### src/rtl/fpu_wb_ctrl_pkg.sv
// Shared FPU writeback definitions: FSM encoding, accrued-flag layout and
// the default watchdog width.
package fpu_wb_ctrl_pkg;

  localparam int TMO_W_DEF = 6;

  typedef enum logic [1:0] {
    ST_IDLE     = 2'd0,
    ST_WAIT     = 2'd1,
    ST_GPR_HOLD = 2'd2
  } wb_state_e;

  // NV is bit 4 down to NX at bit 0.
  typedef struct packed {
    logic nv;
    logic dz;
    logic of;
    logic uf;
    logic nx;
  } fflags_t;

endpackage

### src/rtl/fpu_wdog.sv
// Watchdog counter for an in-flight FPU op; flags the count whose
// increment reaches the all-ones limit.
module fpu_wdog #(
  parameter int TMO_W = 6
) (
  input  logic clk,
  input  logic rst,
  input  logic clr,
  input  logic en,
  output logic last
);

  logic [TMO_W-1:0] cnt;

  always_ff @(posedge clk) begin
    if (rst || clr) cnt <= '0;
    else if (en)    cnt <= cnt + {{(TMO_W-1){1'b0}}, 1'b1};
  end

  assign last = (cnt == {{(TMO_W-1){1'b1}}, 1'b0});

endmodule

### src/rtl/fpu_wb_ctrl.sv
// FPU writeback controller: routes one in-flight result to the FPR file or
// the GPR handshake, accrues sticky flags and polices the protocol.
module fpu_wb_ctrl
  import fpu_wb_ctrl_pkg::*;
#(
  parameter int FPLEN = 16,
  parameter int TMO_W = TMO_W_DEF
) (
  input  logic             clk,
  input  logic             rst,
  input  logic             issue_valid,
  input  logic [4:0]       issue_rd,
  input  logic             issue_fp_dest,
  input  logic             fpu_complete,
  input  logic             fpu_complete_rd,
  input  logic [FPLEN-1:0] fpu_result_1,
  input  logic [31:0]      fpu_result_rd,
  input  logic [4:0]       sflags,
  output logic             busy,
  output logic             fpr_we,
  output logic [4:0]       fpr_waddr,
  output logic [FPLEN-1:0] fpr_wdata,
  output logic             gpr_valid,
  input  logic             gpr_ready,
  output logic [4:0]       gpr_addr,
  output logic [31:0]      gpr_data,
  input  logic             fflags_clr,
  output logic [4:0]       fflags,
  output logic             proto_err,
  output logic             timeout
);

  wb_state_e   state, state_nxt;
  logic [4:0]  rd_q;
  logic        fp_dest_q;
  logic [31:0] gpr_data_q;
  fflags_t     fflags_q;
  logic        flag_pend;
  logic        proto_err_q, proto_err_nxt;
  logic        wd_last;
  logic        cmp_ok;

  assign cmp_ok = (state == ST_WAIT) && fpu_complete;

  fpu_wdog #(.TMO_W(TMO_W)) u_wdog (
    .clk  (clk),
    .rst  (rst),
    .clr  (state == ST_IDLE),
    .en   (state == ST_WAIT),
    .last (wd_last)
  );

  always_comb begin
    state_nxt     = state;
    fpr_we        = 1'b0;
    timeout       = 1'b0;
    proto_err_nxt = 1'b0;
    case (state)
      ST_IDLE: begin
        if (issue_valid) state_nxt = ST_WAIT;
      end
      ST_WAIT: begin
        if (fpu_complete) begin
          // completion strobe decides routing even if it disagrees with issue
          state_nxt = fpu_complete_rd ? ST_GPR_HOLD : ST_IDLE;
          fpr_we    = !fpu_complete_rd && !rst;
        end else if (wd_last) begin
          state_nxt = ST_IDLE;
          timeout   = !rst;
        end
      end
      ST_GPR_HOLD: begin
        if (gpr_ready) state_nxt = ST_IDLE;
      end
      default: state_nxt = ST_IDLE;
    endcase
    if (issue_valid && state != ST_IDLE)       proto_err_nxt = 1'b1;
    if (fpu_complete && state != ST_WAIT)      proto_err_nxt = 1'b1;
    if (cmp_ok && fpu_complete_rd == fp_dest_q) proto_err_nxt = 1'b1;
  end

  always_ff @(posedge clk) begin
    if (rst) begin
      state       <= ST_IDLE;
      rd_q        <= '0;
      fp_dest_q   <= 1'b0;
      gpr_data_q  <= '0;
      fflags_q    <= '0;
      flag_pend   <= 1'b0;
      proto_err_q <= 1'b0;
    end else begin
      state       <= state_nxt;
      flag_pend   <= cmp_ok;
      proto_err_q <= proto_err_nxt;
      if (state == ST_IDLE && issue_valid) begin
        rd_q      <= issue_rd;
        fp_dest_q <= issue_fp_dest;
      end
      if (cmp_ok && fpu_complete_rd) gpr_data_q <= fpu_result_rd;
      // a pending accrual beats a same-cycle clear
      if (flag_pend)       fflags_q <= fflags_clr ? sflags : (fflags_q | sflags);
      else if (fflags_clr) fflags_q <= '0;
    end
  end

  assign busy      = (state != ST_IDLE);
  assign fpr_waddr = rd_q;
  assign fpr_wdata = fpu_result_1;
  assign gpr_valid = (state == ST_GPR_HOLD);
  assign gpr_addr  = rd_q;
  assign gpr_data  = gpr_data_q;
  assign fflags    = fflags_q;
  assign proto_err = proto_err_q;

endmodule
### config.mk
export PLATFORM = sky130hd
export DESIGN_NAME = fpu_wb_ctrl
export DESIGN_NICKNAME = d
export VERILOG_FILES = /design/src/rtl/fpu_wb_ctrl_pkg.sv /design/src/rtl/fpu_wdog.sv /design/src/rtl/fpu_wb_ctrl.sv
export SDC_FILE = /design/constraint.sdc
export NUM_CORES = 1
export LEC_CHECK = 0
export ABC_AREA = 1
export CAP_MARGIN = 20
export CORE_MARGIN = 1
export CORE_UTILIZATION = 25
export CTS_BUF_LIST = sky130_fd_sc_hd__clkbuf_4 sky130_fd_sc_hd__clkbuf_8
export DETAILED_ROUTE_END_ITERATION = 12
export PLACE_DENSITY = 0.62
export SYNTH_ARGS = -nofsm -noshare
export SYNTH_HDL_FRONTEND = slang
export SYNTH_HIERARCHICAL = 1
export SYNTH_SLANG_ARGS = --single-unit
export TNS_END_PERCENT = 100
### constraint.sdc
create_clock -name clk -period 1.4 [get_ports clk]
set_clock_uncertainty 0.15 [all_clocks]
set_input_delay 0.14 -clock clk [delete_from_list [all_inputs] [get_ports clk]]
set_output_delay 0.14 -clock clk [all_outputs]
set_load 0.02 [all_outputs]
# Yosys cells after proc, flatten, opt, wreduce, memory -nomap -nowiden
# Index checks and enable logic that the tools add are counted.
# Widths: inputs -> output; s select.
# word_totals
ff_bits,53
in_bits,66
word_cells,53
# op_classes
muxes,17
n_reduce_logical,14
n_addsub,1
bitwise,1
n_eq_ne,8
# op_table
operator,count
$mux 5,3
$mux 2,5
$mux 1,8
$logic_and 1x1->1,7
$add 6x1->6 const B,1
$eq 6x6->1 const B,1
$pmux 2 s3,1
$or 5x5->5,1
$ne 2x1->1 const B,2
$reduce_bool 2->1,2
$ne 3x3->1 const B,1
$reduce_and 3->1,1
$eq 2x1->1 const B,1
$eq 2x2->1 const B,1
$logic_not 1->1,2
$logic_not 2->1,1
$ne 2x2->1 const B,1
$eq 1x1->1,1
$logic_or 1x1->1,1

# Logic depth before layout (Yosys ltp)
# Gate-level depths: netlist of the first run.
# logic_depth
word_depth,5
mapped_depth,8
mapped_depth_nobuf,8

# By module
# The synthesis of the first run kept the hierarchy.
# modules_own_cells
mod,seq_area_each_um2,area_per_inst_um2,n_inst,cells_each
fpu_wb_ctrl,940.9,2097.0,1,308
fpu_wdog,120.1,280.3,1,38

# Worst setup path before layout of the first run
# OpenSTA, ideal clock, no wires.
# synth_path
path_kind,reg-to-output
start,reg u_wdog.cnt[0]
end,out timeout
path_stages_with_launch,7
t_arrival_ns,1.208
required_time_ns,1.110
slack_ns,-0.098
path_cell_list,dfxtp_1 -> inv_1 -> ha_1 -> nand3_1 -> nor2_1 -> nand2_1 -> nor3_1
# synth_via
elab_chain_cells,4
# synth_lines
element,line,text
from (decl),fpu_wdog.sv:13,logic [TMO_W-1:0] cnt;
from (signal assigned),fpu_wdog.sv:17,"else if (en) cnt <= cnt + {{(TMO_W-1){1'b0}}, 1'b1};"
$eq 6x6->1,fpu_wdog.sv:20,"assign last = (cnt == {{(TMO_W-1){1'b1}}, 1'b0});"
net wd_last,fpu_wb_ctrl.sv:40,logic wd_last;
$mux 1,fpu_wb_ctrl.sv:67,end else if (wd_last) begin
$mux 1,fpu_wb_ctrl.sv:63,if (fpu_complete) begin
$mux 1,fpu_wb_ctrl.sv:58,case (state)
to (decl),fpu_wb_ctrl.sv:30,output logic timeout
# The timed path passes the listed nets, and every way through them passes these cells.

# Worst setup path after layout of the first run
# Ends and elaborated chain as after synthesis.

==> impl_metrics.env, run 1 <==
export IMPL_synthToLayoutAreaGrowth_pct=71.16
export IMPL_tns_ps=-1672
export IMPL_cts_sinks=53
export IMPL_switchingPower_w=0.0009042
export IMPL_internal_power_w=0.002627
export IMPL_finalHoldViolations=0
export IMPL_final_util_pct=44.04
export IMPL_cp_cell_sequence="inv_1, ha_1, nand3_1, nor2_2, nand2_1, nor3_2, buf_4"
export IMPL_period_share_pct=120.8
export IMPL_synthAdderAreaFrac_pct=1.053
export IMPL_cts_root_buffer="clkbuf_8"
export IMPL_synth_seq_cells=53
export IMPL_drv_slew=0
export IMPL_setup_slack_ps=-291.7
export IMPL_power_clock_fraction_pct=34.8
export IMPL_rsz0062_at_grt="true"
export IMPL_grt_pass1_vias=2275
export IMPL_p_per_area_nw_per_um2=867.8
export IMPL_cts_max_level=2
export IMPL_yosys_area_share_simple_pct=32.42
export IMPL_core_sq_um=9240
export IMPL_hold_buffers=0
export IMPL_dpl_worst_slack_ps=-406.0
export IMPL_syn_inst=346
export IMPL_startpoint_type="flop"
export IMPL_wl_per_cell_microns=11.73
export IMPL_slowest_delay_ps=330
export IMPL_worstPathRequired_ps=1110
export IMPL_hold_class="in -> reg"
export IMPL_violations="negative setup slack"
export IMPL_synth_compound_area_share_pct=4.421
export IMPL_drcViolationCount=0
export IMPL_row_count=35
export IMPL_antenna_found_initial=0
export IMPL_p_leak_nw=2.025
export IMPL_setup_violations=32
export IMPL_design_area_sq_um=4069
export IMPL_cts_tree="built"
export IMPL_pwr_share_comb_pct=19.6
export IMPL_max_freq_ghz=0.5911
export IMPL_gp_congestion=0.7400
export IMPL_vias=2352
export IMPL_worstMarginPinSlew_ps=476.9
export IMPL_ios=134
export IMPL_layout_drive_gt1_share_pct=27.03
export IMPL_die_width_microns=99.52
export IMPL_switching_share_pct=25.61
export IMPL_status="finished, violations left"
export IMPL_portBuffers=101
export IMPL_grt_ovfl_total=0
export IMPL_synth_xor_area_share_pct=0
export IMPL_crit_arrival_ps=1400
export IMPL_numCtsBuffers=5
export IMPL_crit_type="reg -> out"
export IMPL_grt_pass1_wl_microns=10780
export IMPL_nets=522
export IMPL_synth_cell_types=17
export IMPL_critPathCaptureType="output port"
export IMPL_slowest_stage="dfxtp_2"
export IMPL_synth_fp_nets=414
export IMPL_fp_dieArea_sq_um=9903
export IMPL_clk_transition_reported_paths_ps=100
export IMPL_antenna_cells=0
export IMPL_avgSynthCellArea_sq_um=6.871
export IMPL_wirelength_microns=6848
export IMPL_critPathMaxFanout=2
export IMPL_die_h_microns=99.52
export IMPL_min_period_ps=1692
export IMPL_insertion_delay_ps=300
export IMPL_viasPerCell=4.027
export IMPL_fillers=927
export IMPL_netlist_area_sq_um=2377
export IMPL_max_cap_violations=0
export IMPL_crit_family="simple AND/OR/NAND/NOR gates"
export IMPL_start_util_pct=25.73
export IMPL_synth_top_family_by_area="simple AND/OR/NAND/NOR gates"
export IMPL_max_slew_margin_pct=68.21
export IMPL_dr_pass1_iters=4
export IMPL_clk_path_buf_depth=2
export IMPL_sequentialPowerShare_pct=45.6
export IMPL_ant_nets=0
export IMPL_grt_usage_pct=13.87
export IMPL_drt_initial_drc_count=41
export IMPL_place_hpwl_microns=3968
export IMPL_yosys_warnings=6
export IMPL_grt_max_degree=39
export IMPL_reg2reg_setup_slack_ps=-80
export IMPL_muxShareOfSynthArea_pct=0
export IMPL_place_area_sq_um=3442
export IMPL_yosysSeqAreaShare_pct=44.63
export IMPL_crit_buf_inv=2
export IMPL_vdd_drop_max_mv=0.4078
power groups by stage:
stage	registers (W)	logic, W	clock network, W
final	0.00161	0.000691	0.00123
after global routing	0.00162	0.000751	0.00133
after CTS	0.00161	0.000677	0.00128
after detailed placement	0.00164	0.000609	0
after global placement	0.00164	0.000605	0
after floorplan	0.00170	0.000297	0
stage by stage:
step	power, W	hold WS [ps]	instances
2_1_floorplan	0.001998	130.5	346
3_3_place_gp	0.002244	130.1	559
3_5_place_dp	0.002250	130.1	559
4_1_cts	0.003562	130.1	589
5_1_grt	0.003696	115.0	584
6_report	0.003531	107.0	584
cell usage in the layout (no fill, tap or decap):
| cell type | synthesis | final |
|---|---|---|
| buf_12 | 0 | 5 |
| clkbuf_8 | 0 | 5 |
| nand2_1 | 93 | 58 |
| o21ai_0 | 9 | 8 |
| nand3_1 | 3 | 1 |
| inv_8 | 0 | 1 |
| dfxtp_1 | 53 | 50 |
| nor2_2 | 11 | 18 |
| nand3_4 | 0 | 1 |
| buf_16 | 0 | 4 |
| dlygate4sd2_1 | 0 | 48 |
| inv_2 | 0 | 2 |
| inv_1 | 44 | 41 |
| nor3_2 | 0 | 2 |
| nand2_4 | 0 | 9 |
| a21oi_1 | 12 | 11 |
| a21oi_2 | 0 | 1 |
| ha_1 | 2 | 2 |
| dfxtp_4 | 0 | 1 |
| buf_4 | 21 | 18 |
| dlymetal6s2s_1 | 0 | 1 |
| nand2_2 | 2 | 28 |
| buf_6 | 6 | 8 |
| nor2_1 | 81 | 63 |
| clkdlybuf4s50_1 | 0 | 48 |
| nor2_4 | 1 | 12 |
| o21ai_1 | 0 | 1 |
| buf_2 | 2 | 1 |
| dfxtp_2 | 0 | 2 |
| clkinv_2 | 0 | 1 |
| buf_8 | 0 | 1 |
| bufinv_16 | 0 | 2 |
| nand3_2 | 0 | 1 |
synthesized netlist by cell type:
master | instances | area, sq um
a21oi_1 | 12 | 60.06
buf_1 | 3 | 11.26
buf_2 | 2 | 10.01
buf_4 | 21 | 157.7
buf_6 | 6 | 67.56
clkbuf_1 | 1 | 3.750
dfxtp_1 | 53 | 1061
ha_1 | 2 | 25.02
inv_1 | 44 | 165.2
nand2_1 | 93 | 349.1
nand2_2 | 2 | 12.51
nand3_1 | 3 | 15.01
nor2_1 | 81 | 304.0
nor2_2 | 11 | 68.82
nor2_4 | 1 | 11.26
nor3_1 | 2 | 10.01
o21ai_0 | 9 | 45.04
final cells by class:
| cell class | count | area, sq um | share of cell area (%) |
|---|---|---|---|
| tap | 129 | 161.4 | 3.967 |
| timing repair buffer | 134 | 1369 | 33.64 |
| inverter | 44 | 172.7 | 4.244 |
| multi-input combinational | 216 | 1165 | 28.63 |
| sequential | 53 | 1067 | 26.23 |
| clock inverter | 3 | 65.06 | 1.599 |
| clock buffer | 5 | 68.82 | 1.691 |
flip-flops by register name, summed over array words and instances (netlist names):
register,count
gpr_data,32
state,2
fflags,5
u_wdog/cnt,6
flag_pend,1
proto_err,1
fp_dest_q,1
fpr_waddr,5
per-layer routing:
metal | share of wire, % | GRT usage, %
met1 | 44 | 16.46
met3 | 4.9 | 2.952
met5 | 0 | 0
met2 | 50 | 25.27
met4 | 1.0 | 3.620
cells by family after synthesis:
family                   Yosys count
AND/OR/NAND/NOR                  193
buffers and inverters             77
flip-flops                        53
adder cells (fa/ha/maj)            2
AO/OA/AOI/OAI                     21
worst register-to-register path, cell delays in order, from the launching register on:
cell     delay [ps]
dfxtp_4         390
nand2_2          80
buf_6           120
nor2_4          140
buf_6           160
buf_12          120
buf_16          140
nor2_2           40
nor2_1           80
final timing paths:
| check | from | endpoint | cells past startpoint |
|---|---|---|---|
| setup / recovery | u_wdog/cnt[0]$_SDFFE_PP0P_ | timeout | 7 |
| hold / removal | fpu_complete | flag_pend$_SDFF_PP0_ | 4 |
| setup reg to reg | state[0]$_SDFFE_PP0P_ | gpr_data[4]$_SDFFE_PP0P_ | 8 |
| hold reg to reg | fflags[4]$_SDFFE_PP0P_ | fflags[4]$_SDFFE_PP0P_ | 2 |
timing repair:
action / CTS / global route
pin swaps: 16 / 27
setup endpoints to repair: 94 / 48
gates cloned: 8 / 0
buffers inserted: 14 / 3
gates resized for setup: 113 / 65
Power figures use the tool's default switching activity.
==> inputs of run 2 (changes only) <==
--- a/config.mk
+++ b/config.mk
@@ -11,6 +11,7 @@
 export CORE_UTILIZATION = 25
 export CTS_BUF_LIST = sky130_fd_sc_hd__clkbuf_4 sky130_fd_sc_hd__clkbuf_8
 export DETAILED_ROUTE_END_ITERATION = 12
+export HOLD_SLACK_MARGIN = 0.08
 export PLACE_DENSITY = 0.62
 export SYNTH_ARGS = -nofsm -noshare
 export SYNTH_HDL_FRONTEND = slang
==> constraint.sdc (replaced) <==
create_clock -name clk -period 2.2 [get_ports clk]
set_clock_uncertainty 0.15 [all_clocks]
set_input_delay 0.22 -clock clk [delete_from_list [all_inputs] [get_ports clk]]
set_output_delay 0.22 -clock clk [all_outputs]
set_load 0.02 [all_outputs]
==> run 2 against run 1 <==
  * The run now ends clean
  * Count of clock-buffer cells in the layout unchanged
  * Final area down 14%
  * Global-route usage down 3.4 points
  * Sequential share of layout area up 4.2 points
  * Critical path depth down 4
  * Utilization down 6.3 points
  * Wire length down 22%
  * Hold slack better by 180 ps
  * Final cell count down 4.8%
  * Via count down 8.9%
  * Combinational power down 46%
  * Setup slack better by 450 ps
==> impl_metrics.env, run 2 (synthesized netlist as in run 1, its figures left out) <==
export IMPL_gp_congestion=0.7770
export IMPL_die_h_microns=99.52
export IMPL_critPathMaxFanout=5
export IMPL_numCtsBuffers=5
export IMPL_wl_per_cell_microns=9.554
export IMPL_vias=2142
export IMPL_finalHoldViolations=0
export IMPL_crit_buf_inv=1
export IMPL_viasPerCell=3.853
export IMPL_drcViolationCount=0
export IMPL_final_cell_mix="clkdlybuf4s50_1, nand2_1, nor2_1"
export IMPL_grt_ovfl_total=0
export IMPL_dr_pass1_iters=4
export IMPL_cts_setup_buffers=0
export IMPL_grt_max_degree=61
export IMPL_clk_path_buf_depth=2
export IMPL_portBuffers=101
export IMPL_rsz0062_at_grt="false"
export IMPL_tns_ps=0
export IMPL_critPathCaptureType="output port"
export IMPL_antenna_cells=0
export IMPL_place_hpwl_microns=3907
export IMPL_reg2reg_setup_slack_ps=770
export IMPL_multi_input_area_sq_um=905.9
export IMPL_max_cap_violations=0
export IMPL_ios=134
export IMPL_startpoint_type="flop"
export IMPL_status="finished clean"
export IMPL_crit_arrival_ps=1670
export IMPL_p_per_area_nw_per_um2=619.6
export IMPL_grt_pass1_wl_microns=8335
export IMPL_clk_transition_reported_paths_ps=90
export IMPL_grt_pass1_vias=1876
export IMPL_antenna_found_initial=0
export IMPL_largest_reg_flops=32
export IMPL_crit_type="reg -> out"
export IMPL_synthToLayoutAreaGrowth_pct=46.68
export IMPL_setup_violations=0
export IMPL_wirelength_microns=5312
export IMPL_final_common_cell="clkdlybuf4s50_1"
export IMPL_drt_initial_drc_count=51
export IMPL_hold_class="in -> out"
export IMPL_die_width_microns=99.52
export IMPL_cp_cell_sequence="nand3_1, nor3_1, clkdlybuf4s50_1"
export IMPL_min_period_ps=2044
export IMPL_crit_family="buffers and inverters"
export IMPL_core_sq_um=9240
export IMPL_cts_max_level=2
export IMPL_vdd_drop_max_mv=0.3286
export IMPL_row_count=35
export IMPL_start_util_pct=25.73
export IMPL_cts_tree="built"
export IMPL_grt_usage_pct=10.50
export IMPL_layout_drive_gt1_share_pct=6.323
export IMPL_slowest_delay_ps=630
export IMPL_drv_slew=0
export IMPL_nets=494
export IMPL_slowest_stage="clkdlybuf4s50_1"
export IMPL_cts_sinks=53
export IMPL_p_total_w=0.002161
export IMPL_regArea_sq_um=1061
export IMPL_fillers=963
export IMPL_insertion_delay_ps=300
export IMPL_p_leak_nw=1.483
export IMPL_fp_dieArea_sq_um=9903
export IMPL_worstPathRequired_ps=1830
export IMPL_worstMarginPinSlew_ps=400.7
export IMPL_ant_nets=0
export IMPL_max_slew_margin_pct=73.28
export IMPL_max_freq_ghz=0.4892
export IMPL_cts_root_buffer="clkbuf_8"
export IMPL_period_share_pct=92.91
==> run 2: layer usage <==
metal / share of wire, % / vias up / track usage, %
li1: - / 1152 / -
met1: 44 / 917 / 11.88
met4: 1.0 / 0 / 3.733
met2: 48 / 63 / 18.75
met5: 0 / - / 0
met3: 6.3 / 10 / 3.022
==> run 2: path summary, 6_finish.rpt <==
| check | from | end | cells after the start |
|---|---|---|---|
| worst max register to register | state[0]$_SDFFE_PP0P_ | u_wdog/cnt[4]$_SDFFE_PP0P_ | 7 |
| worst min register to register | fflags[2]$_SDFFE_PP0P_ | fflags[2]$_SDFFE_PP0P_ | 2 |
| worst min-delay path | fpu_result_1[0] | fpr_wdata[0] | 0 |
| worst max-delay path | state[0]$_SDFFE_PP0P_ | fpr_we | 3 |
==> run 2: what timing repair did <==
action / in CTS / in global routing
hold buffers: 0 / 0
endpoints found under the setup margin: 1 / 0
endpoints found under the hold margin: 0 / 0
resized for setup: 1 / 0
==> run 2: area by class of cell <==
cell class / count / share of cell area (%)
clock buffers: 5 / 1.973
clock inverters: 3 / 1.866
flip-flops and latches: 53 / 30.43
multi-input cells: 216 / 25.98
well taps: 129 / 4.629
repair buffers: 106 / 30.39
inverters: 44 / 4.736
==> run 2: stage by stage <==
stage | cells | utilization, % | area (sq um) | worst slack (ps) | hold WS [ps]
2_1_floorplan | 346 | - | 2377 | 621.8 | 210.5
3_3_place_gp | 548 | 36.30 | 3354 | 185.9 | 290.1
3_5_place_dp | 548 | 36.30 | 3354 | 200.1 | 290.1
4_1_cts | 556 | 37.74 | 3487 | 149.2 | 290.1
5_1_grt | 556 | 37.74 | 3487 | 12.49 | 290.0
6_report | 556 | 37.74 | 3487 | 156.0 | 290.0
==> run 2: where the power goes <==
part | switching, W | internal [W] | total, W | leakage, nW
registers | 0.0000248 | 0.000997 | 0.00102 | 0.431
clock network | 0.000316 | 0.000452 | 0.000768 | 0.0681
logic | 0.000174 | 0.000197 | 0.000371 | 0.984
total | 0.000514 | 0.00165 | 0.00216 | 1.48
